==> src/rtl/hs4_pkg.sv <==
// hs4_pkg: shared state encoding and counter widths for the four-phase sender.
package hs4_pkg;
    typedef enum logic [1:0] {
        IDLE = 2'd0,
        REQ  = 2'd1,
        REL  = 2'd2,
        ERR  = 2'd3
    } state_t;
    localparam int XFER_CNT_W = 16;
    localparam int TO_CNT_W   = 8;
endpackage

==> src/rtl/hs4_fifo.sv <==
// hs4_fifo: synchronous FIFO with combinational head read and occupancy level.
module hs4_fifo #(
    parameter int WIDTH = 8,
    parameter int DEPTH = 4
) (
    input  logic                   clk,
    input  logic                   rst,
    input  logic                   i_push,
    input  logic [WIDTH-1:0]       i_data,
    input  logic                   i_pop,
    output logic [WIDTH-1:0]       o_data,
    output logic                   o_full,
    output logic                   o_empty,
    output logic [$clog2(DEPTH):0] o_level
);
    localparam int AW = $clog2(DEPTH);
    logic [WIDTH-1:0] r_mem [DEPTH];
    logic [AW:0]      r_wptr;
    logic [AW:0]      r_rptr;
    logic             w_push;
    logic             w_pop;
    assign o_level = r_wptr - r_rptr;
    assign o_full  = o_level[AW];
    assign o_empty = (r_wptr == r_rptr);
    assign o_data  = r_mem[r_rptr[AW-1:0]];
    // a full FIFO refuses the push even if the head leaves in the same cycle
    assign w_push  = i_push && !o_full;
    assign w_pop   = i_pop && !o_empty;
    always_ff @(posedge clk or posedge rst) begin
        if (rst) begin
            r_wptr <= '0;
            r_rptr <= '0;
        end else begin
            if (w_push) r_wptr <= r_wptr + (AW+1)'(1);
            if (w_pop) r_rptr <= r_rptr + (AW+1)'(1);
        end
    end
    always_ff @(posedge clk) begin
        if (w_push) r_mem[r_wptr[AW-1:0]] <= i_data;
    end
endmodule

==> src/rtl/hs4_sender.sv <==
// hs4_sender: FIFO-buffered four-phase req/ack link transmitter.
// Define HS4_TIMEOUT_EN to add ack wait supervision, the ERR state and err/timeout_cnt.
module hs4_sender
    import hs4_pkg::*;
#(
    parameter int WIDTH          = 8,
    parameter int DEPTH          = 4,
    parameter int SYNC_STAGES    = 2,
    parameter int HOLD_CYCLES    = 0,
    parameter int TIMEOUT_CYCLES = 64
) (
    input  logic                   clk,
    input  logic                   rst,
    input  logic                   in_valid,
    output logic                   in_ready,
    input  logic [WIDTH-1:0]       in_data,
    output logic                   req,
    output logic [WIDTH-1:0]       data_out,
    input  logic                   ack,
    output logic [$clog2(DEPTH):0] level,
    output logic [XFER_CNT_W-1:0]  xfer_cnt,
    output logic                   err,
    input  logic                   err_clr,
    output logic [TO_CNT_W-1:0]    timeout_cnt
);
    state_t                  r_state;
    logic                    r_req;
    logic [WIDTH-1:0]        r_data_out;
    logic [7:0]              r_hold_cnt;
    logic [XFER_CNT_W-1:0]   r_xfer_cnt;
    logic [SYNC_STAGES-1:0]  r_ack_sync;
    logic                    w_ack_s;
    logic                    w_full;
    logic                    w_empty;
    logic                    w_pop;
    logic                    w_timeout;
    logic                    w_release;
    logic [WIDTH-1:0]        w_head;
    assign w_ack_s   = r_ack_sync[SYNC_STAGES-1];
    assign w_pop     = (r_state == IDLE) && !w_empty;
    assign w_release = w_ack_s && (r_hold_cnt == 8'(HOLD_CYCLES));
    assign in_ready  = !w_full;
    assign req       = r_req;
    assign data_out  = r_data_out;
    assign xfer_cnt  = r_xfer_cnt;
    hs4_fifo #(.WIDTH(WIDTH), .DEPTH(DEPTH)) u_fifo (
        .clk     (clk),
        .rst     (rst),
        .i_push  (in_valid),
        .i_data  (in_data),
        .i_pop   (w_pop),
        .o_data  (w_head),
        .o_full  (w_full),
        .o_empty (w_empty),
        .o_level (level)
    );
    always_ff @(posedge clk or posedge rst) begin
        if (rst) r_ack_sync <= '0;
        else r_ack_sync <= (r_ack_sync << 1) | SYNC_STAGES'(ack);
    end
`ifdef HS4_TIMEOUT_EN
    logic [15:0]         r_wait_cnt;
    logic                r_err;
    logic [TO_CNT_W-1:0] r_to_cnt;
    logic                w_waiting;
    logic                w_leave;
    assign w_waiting   = (r_state == REQ) || (r_state == REL);
    assign w_timeout   = w_waiting && (r_wait_cnt == 16'(TIMEOUT_CYCLES - 1));
    assign w_leave     = w_timeout || ((r_state == REQ) && w_release) || ((r_state == REL) && !w_ack_s);
    assign err         = r_err;
    assign timeout_cnt = r_to_cnt;
    always_ff @(posedge clk or posedge rst) begin
        if (rst) begin
            r_wait_cnt <= '0;
            r_err      <= 1'b0;
            r_to_cnt   <= '0;
        end else begin
            r_wait_cnt <= (w_waiting && !w_leave) ? r_wait_cnt + 16'd1 : 16'd0;
            if (w_timeout) begin
                r_err <= 1'b1;
                if (r_to_cnt != '1) r_to_cnt <= r_to_cnt + TO_CNT_W'(1);
            end else if (err_clr) begin
                r_err <= 1'b0;
            end
        end
    end
`else
    logic w_unused_to;
    assign w_unused_to = (TIMEOUT_CYCLES < 4);
    assign w_timeout   = 1'b0;
    assign err         = 1'b0;
    assign timeout_cnt = '0;
`endif
    always_ff @(posedge clk or posedge rst) begin
        if (rst) begin
            r_state    <= IDLE;
            r_req      <= 1'b0;
            r_data_out <= '0;
            r_hold_cnt <= '0;
            r_xfer_cnt <= '0;
        end else if (w_timeout) begin
            r_state    <= ERR;
            r_req      <= 1'b0;
            r_hold_cnt <= '0;
        end else begin
            case (r_state)
                IDLE: if (!w_empty) begin
                    r_data_out <= w_head;
                    r_req      <= 1'b1;
                    r_state    <= REQ;
                end
                REQ: if (w_release) begin
                    r_req      <= 1'b0;
                    r_hold_cnt <= '0;
                    r_state    <= REL;
                end else begin
                    r_hold_cnt <= w_ack_s ? r_hold_cnt + 8'd1 : 8'd0;
                end
                REL: if (!w_ack_s) begin
                    r_xfer_cnt <= r_xfer_cnt + XFER_CNT_W'(1);
                    r_state    <= IDLE;
                end
                default: if (err_clr && !w_ack_s) r_state <= IDLE;
            endcase
        end
    end
endmodule

==> config.mk <==
export PLATFORM = sky130hd
export DESIGN_NAME = hs4_sender
export DESIGN_NICKNAME = d
export VERILOG_FILES = /design/src/rtl/hs4_pkg.sv /design/src/rtl/hs4_fifo.sv /design/src/rtl/hs4_sender.sv
export SDC_FILE = /design/constraint.sdc
export NUM_CORES = 1
export LEC_CHECK = 0
export CELL_PAD_IN_SITES_DETAIL_PLACEMENT = 0
export CELL_PAD_IN_SITES_GLOBAL_PLACEMENT = 1
export CORE_UTILIZATION = 35
export CTS_BUF_LIST = sky130_fd_sc_hd__clkbuf_8
export CTS_CLUSTER_SIZE = 40
export DETAILED_ROUTE_END_ITERATION = 8
export GPL_TIMING_DRIVEN = 0
export PLACE_DENSITY = 0.76
export SYNTH_ARGS = -nofsm -noshare
export SYNTH_HDL_FRONTEND = slang
export SYNTH_SLANG_ARGS = --single-unit
==> constraint.sdc <==
create_clock -name clk -period 2.3 [get_ports clk]
set_input_delay 0.23 -clock clk [delete_from_list [all_inputs] [get_ports clk]]
set_output_delay 0.23 -clock clk [all_outputs]
set_load 0.02 [all_outputs]
# After elaboration in Yosys (flattened, before gate mapping)
# Memories as Yosys holds them, arrays and structs flattened. A register that Yosys moved wholly into a read port is not among the register bits.
# Cells that the tools add are included.
[op_classes] add_sub_neg=5 n_mul=0 div=0 n_lt_le_gt_ge=0 eq_ne=6 shift=0 n_mux=12 bitwise_logic=3 n_reduce_logical=16
[ops] op="16-bit by 1-bit adder with 16-bit output (second input constant)" n=1
[ops] op="8-bit 2-to-1 mux" n=2
[ops] op="8-bit by 1-bit adder with 8-bit output (second input constant)" n=1
[ops] op="8-bit logical NOT" n=1
[ops] op="2-bit 2-to-1 mux" n=4
[ops] op="3-bit by 1-bit adder with 3-bit output (second input constant)" n=2
[ops] op="2-bit inequality test (second input constant)" n=3
[ops] op="2-bit case mux with 3 select lines" n=1
[ops] op="1-bit logical AND" n=5
[ops] op="1-bit 2-to-1 mux" n=4
[ops] op="2-bit AND reduction" n=2
[ops] op="4-bit AND reduction" n=1
[ops] op="4-bit nonzero test" n=1
[ops] op="3-bit equality test" n=1
[ops] op="1-bit logical NOT" n=3
[ops] op="3-bit AND reduction" n=1
[ops] op="3-bit subtractor" n=1
[ops] op="2-bit by 1-bit equality test with 1-bit output (second input constant)" n=1
[ops] op="2-bit equality test (second input constant)" n=1
[ops] op="2-bit logical NOT" n=1
[ops] op="1-bit inverter" n=2
[ops] op="2-bit by 1-bit OR with 2-bit output" n=1
[ops] op="1-bit case mux with 2 select lines" n=1
[ops] op="2-bit nonzero test" n=1
[totals] regBits=35 latch_bits=0 ram_bits=32 rom_bits=0 in_bits=13 out_inout_bits=38 elab_cells=50 memories=1
[mem_list] memory="u_fifo.r_mem" words=4 width=8 read_ports=1 rd_clocked_by_memory_dff=1 wr=1 line_no="hs4_fifo.sv:17" text="logic [WIDTH-1:0] r_mem [DEPTH];"

# Logic depth before layout (Yosys ltp)
# Gate-level depths: netlist of run 1.
[depth] word_depth=5 depth_mapped=7 depth_no_buf=7

# By module
# Synthesis of run 1 repeated with hierarchy kept, for this count alone.
[hier_totals] hier_cells=240 hier_area_um2=3400.8
[modules_own_cells] mod="hs4_sender" n_inst=1 cells_per_inst=156 area_per_inst_um2=1789.2 seq_area_each_um2=925.9
[modules_own_cells] mod="hs4_fifo" n_inst=1 cells_per_inst=84 area_per_inst_um2=1611.5 seq_area_each_um2=1111.1

# Worst setup path before layout of run 1
# Ideal clock, no wire load.
[synth_path] path_type="reg-to-reg" from="reg u_fifo.r_wptr[0]" to="mem u_fifo.r_mem[3][0] (enable)" t_arrival_ns=1.782 slack_ns=0.179 stages_incl_launch_ff=6 n_path_buf=0 path_cell_list="dfrtp_1 -> inv_1 -> ha_1 -> fa_1 -> xnor3_1 -> and3_1"
[synth_via] elab_chain_cells=5
[synth_rtl] item="from (decl)" line_no="hs4_fifo.sv:18" text="logic [AW:0] r_wptr;"
[synth_rtl] item="from (signal assigned)" line_no="hs4_fifo.sv:34" text="if (w_push) r_wptr <= r_wptr + (AW+1)'(1);"
[synth_rtl] item="3-bit subtractor" line_no="hs4_fifo.sv:22" text="assign o_level = r_wptr - r_rptr;"
[synth_rtl] item="1-bit logical NOT"
[synth_rtl] item="named net in_ready" line_no="hs4_sender.sv:15" text="output logic in_ready,"
[synth_rtl] item="1-bit logical AND" line_no="hs4_fifo.sv:27" text="assign w_push = i_push && !o_full;"
[synth_rtl] item="1-bit 2-to-1 mux" line_no="hs4_fifo.sv:39" text="if (w_push) r_mem[r_wptr[AW-1:0]] <= i_data;"
[synth_rtl] item="1-bit 2-to-1 mux (implied by the code)" line_no="hs4_fifo.sv:39"
[synth_rtl] item="to (decl)" line_no="hs4_fifo.sv:17"
# The timed path passes the listed nets, and every way through them passes these cells.

# Worst setup path after layout of run 1
[layout_path] from="reg u_fifo.r_wptr[0]" to="out in_ready"
[layout_via] elab_chain_cells=2
[layout_rtl] item="3-bit subtractor" line_no="hs4_fifo.sv:22"
[layout_rtl] item="1-bit logical NOT" line_no="hs4_sender.sv:42" text="assign in_ready = !w_full;"
[layout_rtl] item="to (decl)" line_no="hs4_sender.sv:15"
# No other way between the ends.

==> key figures, run 1 <==
Run status
  • Run status: complete, no violations

Synth
  • Xor and xnor area share after synthesis: approximately 6.1%
  • Yosys warnings: 0
  • Syn Std Cell Area: between 3000 and 4000 µm²
  • Synth cell types: 42
  • Top FF cell, synth: dfrtp_1
  • Largest family of logic cells by synthesized area: multiplexers
  • Synth async-reset ratio: 57.3%
  • #FFs+latches synth: 75
  • Mux share of post-synthesis cell area: 9.68%
  • Post-synthesis adder-cell area fraction: under 10%
  • EDFF count, synth: 32
  • Syn_area_per_cell: about 14 µm²
  • Compound-Gate Fraction of Synth Area: between 4 and 5%
  • Post-Synth Simple-Gate Area: around 8.6%
  • Mapped Cells: about 240
  • Post-synthesis sequential area ratio: between 60% and 70%

Cells and area
  • Fillers: 887
  • Most common cell after layout, fill and taps aside: dfrtp_1
  • Ratio of cells with drive above 1 in the final layout: a little under 20%
  • Ant. Diodes: 0
  • Most frequent cells in the layout: dfrtp_1, clkdlybuf4s50_1, edfxtp_1
  • Area Overhead vs Synth: 24.2%
  • Post-layout util: roughly 45%
  • Nets: 326

Worst setup path
  • WP depth: 5
  • Slowest cell on crit path: dfrtp_1
  • Worst Setup Start Kind: flop
  • CP top delay family: adder cells
  • Critical Path RT: around 2.1 ns
  • CP arrival: slightly below 2 ns
  • CP Class: flop to primary output
  • Critical path, cell by cell: inv_2 > ha_1 > fa_1 > xnor3_2 > clkdlybuf4s15_1
  • Crit-path max FO: 4
  • WP buf/inv: 2
  • Reg2Reg Depth: 6
  • Critical Path End Type: primary output
  • Largest stage delay, worst path: 0.39 ns

Route
  • Vias: approximately 2,000
  • Detailed Route WL: around 5.7 mm
  • Detailed Route Iter0 Violations: 32
  • Vias per cell: 4.61
  • Total iterations of the first detailed-routing run: 4
  • Residual DRC count: 0
  • Post-route ant nets: 0
  • DR WL/cell: 13.2 µm

Clock tree
  • Htree depth: 3
  • Worst-path clk slew: ~0.08 ns
  • CTS buffer count: 9
  • CTS tree: built
  • Clock Sinks: 75
  • Clk root buf: clkbuf_8
  • Clock buffer depth: 2
  • CTS Hold Bufs: 0
  • Worst-skew pair later-pin latency: between 0.3 and 0.4 ns

Global routing
  • Vias in the first global route: between 2,000 and 2,500
  • Antenna violations before repair: 0
  • GRT Util Overall: 12.9%
  • GR Util met2: 23.8%
  • Met1 Resource Use GR: roughly 14%
  • GRT busiest layer: met2
  • Remaining global-route overflow: 0
  • Pin count of the biggest net entering global routing: 34
  • First-pass GRT wire length: a little under 10 mm
  • Met3 GRT Util: 4.46%

Timing
  • Pins Over Slew Limit: 0
  • Final Skew: ~0.008 ns
  • Worst Max-Slew Pin Slew: roughly 0.54 ns
  • Max Clock Freq: roughly 460 MHz
  • Final setup vio count: 0
  • Setup TNS: 0 ns
  • RSZ-0062 raised after global routing: no
  • Fin crit period: approximately 2.2 ns
  • Hold_ws: roughly 0.13 ns
  • Period utilization: around 94%
  • Fin. Hold Viols: 0
  • Max_slew headroom: between 60% and 70%

Die
  • Row cnt: 35
  • Full die area: between 9000 and 10,000 µm²
  • I/O pins: approximately 50
  • Initial core utilization: a little over a third
  • Die Wd: 100 µm
  • Core Region: between 9000 and 10,000 µm²
  • DIE HEIGHT: between 90 and 100 µm

Pwr
  • LEAKAGE: about 0.0017 µW
  • Total power: 5150 µW
  • PD cells: between 1000 and 1500 nW/µm²
  • Peak VDD IR: roughly 0.67 mV

Flow run
  • Number of maximum-capacitance violations: 0

Placed design
  • Port buffer count: between 40 and 50
  • DP HPWL: approximately 4.0 mm
  • Final Wtd Congestion: 0.729

Worst hold path
  • Hold Path Class: primary input to async pin
layout make-up:
type | count | area (µm²) | share of cell area, %
well taps | 129 | 161 | 3.87
flip-flops and latches | 75 | 2040 | 48.8
repair buffers | 43 | 434 | 10.4
clock buffers | 10 | 138 | 3.30
clock inverters | 6 | 41.3 | 0.990
multi-input cells | 139 | 1210 | 29.0
plain buffers | 15 | 97.6 | 2.34
inverters | 14 | 52.6 | 1.26
per-stage QoR:
step	cells	setup WS, ns	cell area, µm²
6_report	431	0.138	4170
4_1_cts	431	0.00387	4170
2_1_floorplan	243	0.179	3390
3_5_place_dp	414	-0.0343	3980
5_1_grt	431	0.0194	4170
3_3_place_gp	413	-0.00143	3960
power breakdown:
part | leakage [µW] | internal [µW] | switching [µW]
clock network | 0.0000901 | 420 | 480
logic | 0.000796 | 1140 | 1120
registers | 0.000841 | 1770 | 217
total | 0.00173 | 3330 | 1820
layer usage:
metal / wire (µm) / part of all wire, % / vias up
met4: 45 / 0.79 / 0
met1: 2400 / 42 / 982
met2: 2980 / 53 / 45
met3: 251 / 4.4 / 6
met5: 0 / 0 / -
li1: - / - / 954
worst paths after layout:
check                                  from                  to  slack (ns)
max                        u_fifo.r_wptr[0]            in_ready        0.14
min                                     rst         data_out[4]        0.13
max reg2reg                u_fifo.r_wptr[0]  u_fifo.r_mem[3][3]        0.22
min reg2reg                   r_ack_sync[0]       r_ack_sync[1]        0.36
max in group asynchronous               rst       r_hold_cnt[2]        1.71
min in group clk                        ack       r_ack_sync[0]        0.34
sequential cells by signal, summed over array words and instances (netlist names):
signal / cells
data_out: 8
r_ack_sync: 2
r_hold_cnt: 8
r_state: 2
req: 1
u_fifo.r_mem: 32
u_fifo.r_rptr: 3
u_fifo.r_wptr: 3
xfer_cnt: 16
worst reg2reg max path, stage by stage, from the launching register on:
cell     delay, ns
dfrtp_1       0.39
inv_2         0.08
ha_1          0.19
fa_1          0.37
xnor3_2       0.26
buf_4         0.13
and3_2        0.36
Yosys cell counts, types with 2 or more instances:
cell | count | share of area [%]
a21o_1 | 2 | 0.45
xor2_1 | 6 | 1.6
nand2b_1 | 2 | 0.37
a31oi_1 | 2 | 0.37
mux2_1 | 2 | 0.67
inv_1 | 14 | 1.6
and4_1 | 3 | 0.78
nand4_1 | 6 | 1.1
mux2_2 | 10 | 3.4
and3_1 | 8 | 1.5
nor2_1 | 7 | 0.78
buf_2 | 2 | 0.30
ha_1 | 15 | 5.6
nor2b_1 | 2 | 0.37
edfxtp_1 | 32 | 29
nand2_1 | 8 | 0.89
a21oi_1 | 3 | 0.45
nand3_1 | 8 | 1.2
buf_4 | 10 | 2.2
clkbuf_1 | 3 | 0.34
mux4_2 | 8 | 5.4
xnor2_1 | 15 | 3.9
o21ai_0 | 6 | 0.89
dfrtp_1 | 43 | 32
what timing repair did:
| item | 4_1_cts | 5_1_grt |
|---|---|---|
| setup endpoints to repair | 12 | 26 |
| hold endpoints to repair | 0 | 0 |
| buffers inserted | 1 | 0 |
| resized for setup | 7 | 5 |
cells by family after synthesis:
kind of cell	count (synthesis)
buffers and inverters	29
AOI/OAI and AO/OA	21
other	1
DFF	75
adders and majority gates	16
xor gates and xnor gates	22
muxes	21
and+or+nand+nor	50
(Power assumes the default switching activity.)
==> run 2: changes to the inputs <==
--- a/config.mk
+++ b/config.mk
@@ -5,14 +5,16 @@
 export SDC_FILE = /design/constraint.sdc
 export NUM_CORES = 1
 export LEC_CHECK = 0
+export CAP_MARGIN = 20
 export CELL_PAD_IN_SITES_DETAIL_PLACEMENT = 0
 export CELL_PAD_IN_SITES_GLOBAL_PLACEMENT = 1
-export CORE_UTILIZATION = 35
+export CORE_ASPECT_RATIO = 1.1
+export CORE_UTILIZATION = 46
 export CTS_BUF_LIST = sky130_fd_sc_hd__clkbuf_8
 export CTS_CLUSTER_SIZE = 40
 export DETAILED_ROUTE_END_ITERATION = 8
 export GPL_TIMING_DRIVEN = 0
-export PLACE_DENSITY = 0.76
+export PLACE_DENSITY = 0.93
 export SYNTH_ARGS = -nofsm -noshare
 export SYNTH_HDL_FRONTEND = slang
 export SYNTH_SLANG_ARGS = --single-unit
==> run 2 against run 1 <==
  * Sequential share of layout area grew 0.46 points
  * Critical path depth is the same
  * Die area shrank 23%
  * Critical path type unchanged
  * Clock power grew 15%
==> key figures, run 2 (same netlist as run 1, synthesis figures left out) <==
Placed design
  • Final Wtd Congestion: 0.752 (was 0.729)
  • Area post-placement: 3930 µm² (was 3980 µm²)
  • DP HPWL: 3.76 mm (was 3.97 mm)
  • Port buffer count: 41 (unchanged)

Pwr
  • LEAKAGE: 0.00174 µW (was 0.00173 µW)
  • Total power: 5240 µW (was 5150 µW)
  • Peak VDD IR: 0.832 mV (was 0.671 mV)
  • PD cells: 1270 nW/µm² (was 1230 nW/µm²)

Cells and area
  • Most common cell after layout, fill and taps aside: dfrtp_1 (unchanged)
  • Post-route cell area: 4130 µm² (was 4170 µm²)
  • Nets: 325 (was 326)
  • Most frequent cells in the layout: dfrtp_1, clkdlybuf4s50_1, edfxtp_1 (unchanged)
  • Area Overhead vs Synth: 23.0% (was 24.2%)
  • Ratio of cells with drive above 1 in the final layout: 18.3% (was 19.5%)
  • Ant. Diodes: 0 (unchanged)
  • Max reg flops: 32 (unchanged)

Timing
  • Max Clock Freq: 453 MHz (was 463 MHz)
  • Max_slew headroom: 65.5% (was 63.4%)
  • Pins Over Slew Limit: 0 (unchanged)
  • Final setup vio count: 0 (unchanged)
  • Fin crit period: 2.21 ns (was 2.16 ns)
  • Hold_ws: 0.203 ns (was 0.134 ns)
  • RSZ-0062 raised after global routing: no (unchanged)
  • Final Skew: 0.00778 ns (about the same)
  • Fin. Hold Viols: 0 (unchanged)
  • Worst Max-Slew Pin Slew: 0.511 ns (was 0.542 ns)
  • Period utilization: 96.0% (was 94.0%)

Route
  • Detailed Route Iter0 Violations: 120 (was 32)
  • Total iterations of the first detailed-routing run: 4 (unchanged)
  • DR WL/cell: 14.0 µm (was 13.2 µm)
  • Vias: 1,974 (was 1,987)
  • Detailed Route WL: 5.42 mm (was 5.68 mm)
  • Post-route ant nets: 0 (unchanged)
  • Vias per cell: 5.11 (was 4.61)
  • Residual DRC count: 0 (unchanged)

Run status
  • Run status: complete, no violations (unchanged)

Clock tree
  • CTS tree: built (unchanged)
  • Worst-path clk slew: 0.08 ns (about the same)
  • CTS Hold Bufs: 0 (unchanged)
  • CTS buffer count: 9 (unchanged)
  • Htree depth: 3 (unchanged)
  • Post-CTS Setup Bufs: 0 (was 1)
  • Clock buffer depth: 2 (unchanged)
  • Clk root buf: clkbuf_8 (unchanged)
  • Worst-skew pair later-pin latency: 0.35 ns (about the same)
  • Clock Sinks: 75 (unchanged)

Die
  • I/O pins: 51 (unchanged)
  • Die Wd: 83.5 µm (was 100 µm)
  • Core Region: 7050 µm² (was 9280 µm²)
  • Row cnt: 32 (was 35)
  • DIE HEIGHT: 91.6 µm (was 100 µm)
  • Initial core utilization: 47.7% (was 36.2%)
  • Full die area: 7650 µm² (was 10000 µm²)

Flow run
  • Number of maximum-capacitance violations: 0 (unchanged)

Global routing
  • Remaining global-route overflow: 0 (unchanged)
  • First-pass GRT wire length: 9.07 mm (was 9.65 mm)
  • Antenna violations before repair: 0 (unchanged)
  • Pin count of the biggest net entering global routing: 24 (was 34)
  • Vias in the first global route: 1,943 (was 2,081)
  • GRT Util Overall: 15.7% (was 12.9%)

Worst setup path
  • Crit-path max FO: 7 (was 4)
  • Critical Path RT: 2.07 ns (about the same)
  • CP arrival: 1.98 ns (was 1.93 ns)
  • Worst Setup Start Kind: flop (unchanged)
  • CP Class: flop to primary output (unchanged)
  • Critical Path End Type: primary output (unchanged)

Worst hold path
  • Hold Path Class: primary input to async pin (unchanged)
[run 2: final timing paths]
kind                                  start            endpoint  slack (ns)  cells past startpoint
max in group asynchronous               rst          r_state[0]        1.61                      3
max reg2reg                u_fifo.r_wptr[0]  u_fifo.r_mem[3][5]        0.13                      5
min reg2reg                   r_ack_sync[0]       r_ack_sync[1]        0.35                      0
max                        u_fifo.r_wptr[0]            in_ready        0.09                      5
min                                     rst         xfer_cnt[8]        0.20                      2
min in group clk                        ack       r_ack_sync[0]        0.32                      1
[run 2: cell type report]
type	count	area, µm²
fill	575	2910
sequential	75	2040
clock buffer	9	124
buffer	15	97.6
inverter	14	52.6
timing repair buffer	42	427
multi-input combinational	139	1210
clock inverter	7	83.8
tap	85	106
[run 2: timing repair]
item,CTS,global route
hold endpoints to repair,0,0
endpoints found under the setup margin,3,12
resized for setup,5,4
[run 2: routing by layer]
layer / up-vias / GRT usage, % / wire [µm]
met5: - / 0 / 0
met4: 0 / 8.47 / 105
met3: 12 / 3.24 / 199
met2: 39 / 27.2 / 2730
met1: 974 / 18.4 / 2380
li1: 949 / - / -
[run 2: stage by stage]
step / worst slack, ns / cells / TNS, ns / utilization (%)
after floorplan: 0.179 / 243 / 0 / -
after global placement: 0.0146 / 369 / 0 / 55.5
after detailed placement: -0.000359 / 370 / -0.000359 / 55.7
after CTS: 0.00121 / 386 / 0 / 58.6
after global routing: 0.00683 / 386 / 0 / 58.7
final: 0.0910 / 386 / 0 / 58.7
[run 2: critical path: stages, from the launching register on]
cell and delay (ns):
dfrtp_1 0.39, inv_2 0.08, ha_1 0.19, fa_1 0.37
xnor3_2 0.29, clkdlybuf4s15_1 0.32
[run 2: where the power goes]
group	internal [µW]	total, µW	leakage [µW]	switching, µW
Sequential	1770	1990	0.000841	215
Combinational	1100	2200	0.000793	1110
Clock	519	1040	0.000102	525
==> run 3: changes to the inputs <==
--- a/config.mk
+++ b/config.mk
@@ -5,7 +5,7 @@
 export SDC_FILE = /design/constraint.sdc
 export NUM_CORES = 1
 export LEC_CHECK = 0
-export CAP_MARGIN = 20
+export ABC_CLOCK_PERIOD_IN_PS = 2300
 export CELL_PAD_IN_SITES_DETAIL_PLACEMENT = 0
 export CELL_PAD_IN_SITES_GLOBAL_PLACEMENT = 1
 export CORE_ASPECT_RATIO = 1.1
==> constraint.sdc (replaced) <==
create_clock -name clk -period 2.3 [get_ports clk]
set_input_delay 0.46 -clock clk [delete_from_list [all_inputs] [get_ports clk]]
set_output_delay 0.46 -clock clk [all_outputs]
set_load 0.02 [all_outputs]
==> run 3 against run 2 <==
  * Hold slack better by 0.15 ns
  * Critical path depth is 1 higher
  * Worst setup slack worse by 0.047 ns
  * Clock power hardly changed
  * Final area is 0.94% higher
  * Count of clock-buffer cells in the layout stayed put
  * Power is 2.9% higher
  * Sequential power hardly changed
  * Cell count is 1.0% higher
  * Critical path type unchanged
==> key figures, run 3 (same netlist as run 1, synthesis figures left out) <==
Run status
  • Run status: complete, no violations (unchanged)

Route
  • Post-route ant nets: 0 (unchanged)
  • Detailed Route Iter0 Violations: 107 (was 120)
  • Vias: 1,977 (was 1,974)
  • Vias per cell: 5.07 (was 5.11)
  • DR WL/cell: 14.0 µm (about the same)
  • Total iterations of the first detailed-routing run: 4 (unchanged)
  • Residual DRC count: 0 (unchanged)
  • Detailed Route WL: 5.46 mm (was 5.42 mm)

Worst setup path
  • Crit-path max FO: 3 (was 7)
  • Slowest cell on crit path: dfrtp_1 (unchanged)
  • Critical Path End Type: primary output (unchanged)
  • CP Class: flop to primary output (unchanged)
  • Worst Setup Start Kind: flop (unchanged)
  • Largest stage delay, worst path: 0.41 ns (was 0.39 ns)
  • WP buf/inv: 3 (was 2)
  • Reg2reg end: u_fifo.r_mem[3][5] (unchanged)
  • CP top delay family: adder cells (unchanged)
  • Most used cell, CP: buf_6
  • Reg2reg start: u_fifo.r_rptr[0] (was u_fifo.r_wptr[0])
  • Reg2Reg Depth: 5 (unchanged)
  • Critical Path RT: 1.84 ns (was 2.07 ns)
  • Critical path, cell by cell: ha_2 > fa_2 > xnor3_2 > inv_2 > buf_6 > buf_6 (was inv_2 > ha_1 > fa_1 > xnor3_2 > clkdlybuf4s15_1)
  • R2r setup slk: 0.13 ns (about the same)
  • CP arrival: 1.80 ns (was 1.98 ns)

Worst hold path
  • Worst hold endpoint: r_ack_sync[1]
  • Hold Path Class: flop to flop (was primary input to async pin)
  • Hold Startpoint: r_ack_sync[0]
  • Hold-critical path depth: 0

Clock tree
  • Clock buffer depth: 2 (unchanged)
  • Clock Sinks: 75 (unchanged)
  • CTS buffer count: 9 (unchanged)
  • CTS tree: built (unchanged)
  • Htree depth: 3 (unchanged)
  • Worst-skew pair later-pin latency: 0.35 ns (about the same)
  • Clk root buf: clkbuf_8 (unchanged)
  • Worst-path clk slew: 0.08 ns (about the same)

Cells and area
  • Ant. Diodes: 0 (unchanged)
  • Ratio of cells with drive above 1 in the final layout: 21.0% (was 18.3%)
  • Area occupied by multi-input gates: 1210 µm² (about the same)
  • Seq. cell area: 2040 µm² (unchanged)
  • Nets: 329 (was 325)
  • Most frequent cells in the layout: dfrtp_1, clkdlybuf4s50_1, edfxtp_1 (unchanged)
  • Area Overhead vs Synth: 24.2% (was 23.0%)
  • Max reg flops: 32 (unchanged)
  • Most common cell after layout, fill and taps aside: dfrtp_1 (unchanged)
  • Post-route cell area: 4170 µm² (was 4130 µm²)
  • Fillers: 571 (was 575)

Placed design
  • Port buffer count: 41 (unchanged)
  • DP HPWL: 3.76 mm (unchanged)
  • Pre-CTS setup slack: -0.230 ns (was -0.000359 ns)
  • Area post-placement: 3930 µm² (unchanged)
  • Final Wtd Congestion: 0.752 (unchanged)

Timing
  • Final Skew: 0.00776 ns (was 0.00778 ns)
  • Hold_ws: 0.352 ns (was 0.203 ns)
  • Fin. Hold Viols: 0 (unchanged)
  • Pins Over Slew Limit: 0 (unchanged)
  • Period utilization: 98.1% (was 96.0%)
  • Max_slew headroom: 65.5% (unchanged)
  • Max Clock Freq: 443 MHz (was 453 MHz)
  • Post-route setup slack: 0.0439 ns (was 0.0910 ns)
  • Worst Max-Slew Pin Slew: 0.511 ns (unchanged)
  • Final setup vio count: 0 (unchanged)
  • RSZ-0062 raised after global routing: yes (was no)
  • Fin crit period: 2.26 ns (was 2.21 ns)

Die
  • I/O pins: 51 (unchanged)
  • Initial core utilization: 47.7% (unchanged)
  • DIE HEIGHT: 91.6 µm (unchanged)
  • Full die area: 7650 µm² (unchanged)
  • Die Wd: 83.5 µm (unchanged)
  • Core Region: 7050 µm² (unchanged)
  • Row cnt: 32 (unchanged)

Global routing
  • Remaining global-route overflow: 0 (unchanged)
  • Antenna violations before repair: 0 (unchanged)
  • GRT Util Overall: 15.7% (unchanged)
  • Pin count of the biggest net entering global routing: 24 (unchanged)
  • Vias in the first global route: 1,957 (was 1,943)
  • First-pass GRT wire length: 9.07 mm (unchanged)

Pwr
  • LEAKAGE: 0.00175 µW (was 0.00174 µW)
  • PD cells: 1290 nW/µm² (was 1270 nW/µm²)
  • Peak VDD IR: 0.804 mV (was 0.832 mV)
  • Total power: 5390 µW (was 5240 µW)

Flow run
  • Number of maximum-capacitance violations: 0 (unchanged)
[run 3: cell types whose count changed in the layout (fill, tap and decap cells not counted), sizes merged]
cell / before / now
buf: 14 / 19
dlygate4sd2: 1 / 0
[run 3: per-stage QoR]
stage	cells	TNS (ns)	util [%]
floorplan	243	0	-
CTS	389	0	59.1
detailed placement	370	-0.399	55.7
global placement	369	-5.50	55.5
finish	390	0	59.2
global route	390	-0.00891	59.2
[run 3: metal layers]
layer  share of wire [%]  global-route usage, %
met1                  44                   18.2
met2                  51                   27.3
met3                 3.7                   3.24
met4                 1.7                   8.47
met5                   0                      0
[run 3: power breakdown]
part | switching (µW) | internal, µW | leakage (µW)
logic | 1150 | 1210 | 0.000810
clock network | 524 | 519 | 0.000102
registers | 217 | 1770 | 0.000841
total | 1890 | 3500 | 0.00175
[run 3: what timing repair did]
action / 4_1_cts / 5_1_grt
gates resized for setup: 14 / 7
buffers inserted: 3 / 1
pin swaps: 1 / 0
setup endpoints to repair: 4 / 12
hold buffers: 0 / 0
[run 3: layout make-up]
type,instances,area share [%]
tap,85,2.55
sequential,75,48.8
inverter,14,1.26
clock buffer,9,2.97
clock inverter,7,2.01
multi-input combinational,139,29.0
buffer,15,2.43
timing repair buffer,46,10.9
[run 3: worst max path at each step]
stage                           startpoint                 end  slack, ns  depth (start not counted)
after global placement    u_fifo.r_wptr[0]            level[2]      -0.22                          7
after floorplan           u_fifo.r_wptr[0]  u_fifo.r_mem[3][0]       0.18                          5
final                     u_fifo.r_rptr[0]            level[2]       0.04                          6
after detailed placement  u_fifo.r_wptr[0]            level[2]      -0.23                          7
after CTS                 u_fifo.r_rptr[0]            level[2]      0.005                          6
after global routing      u_fifo.r_rptr[0]            level[2]     -0.009                          6
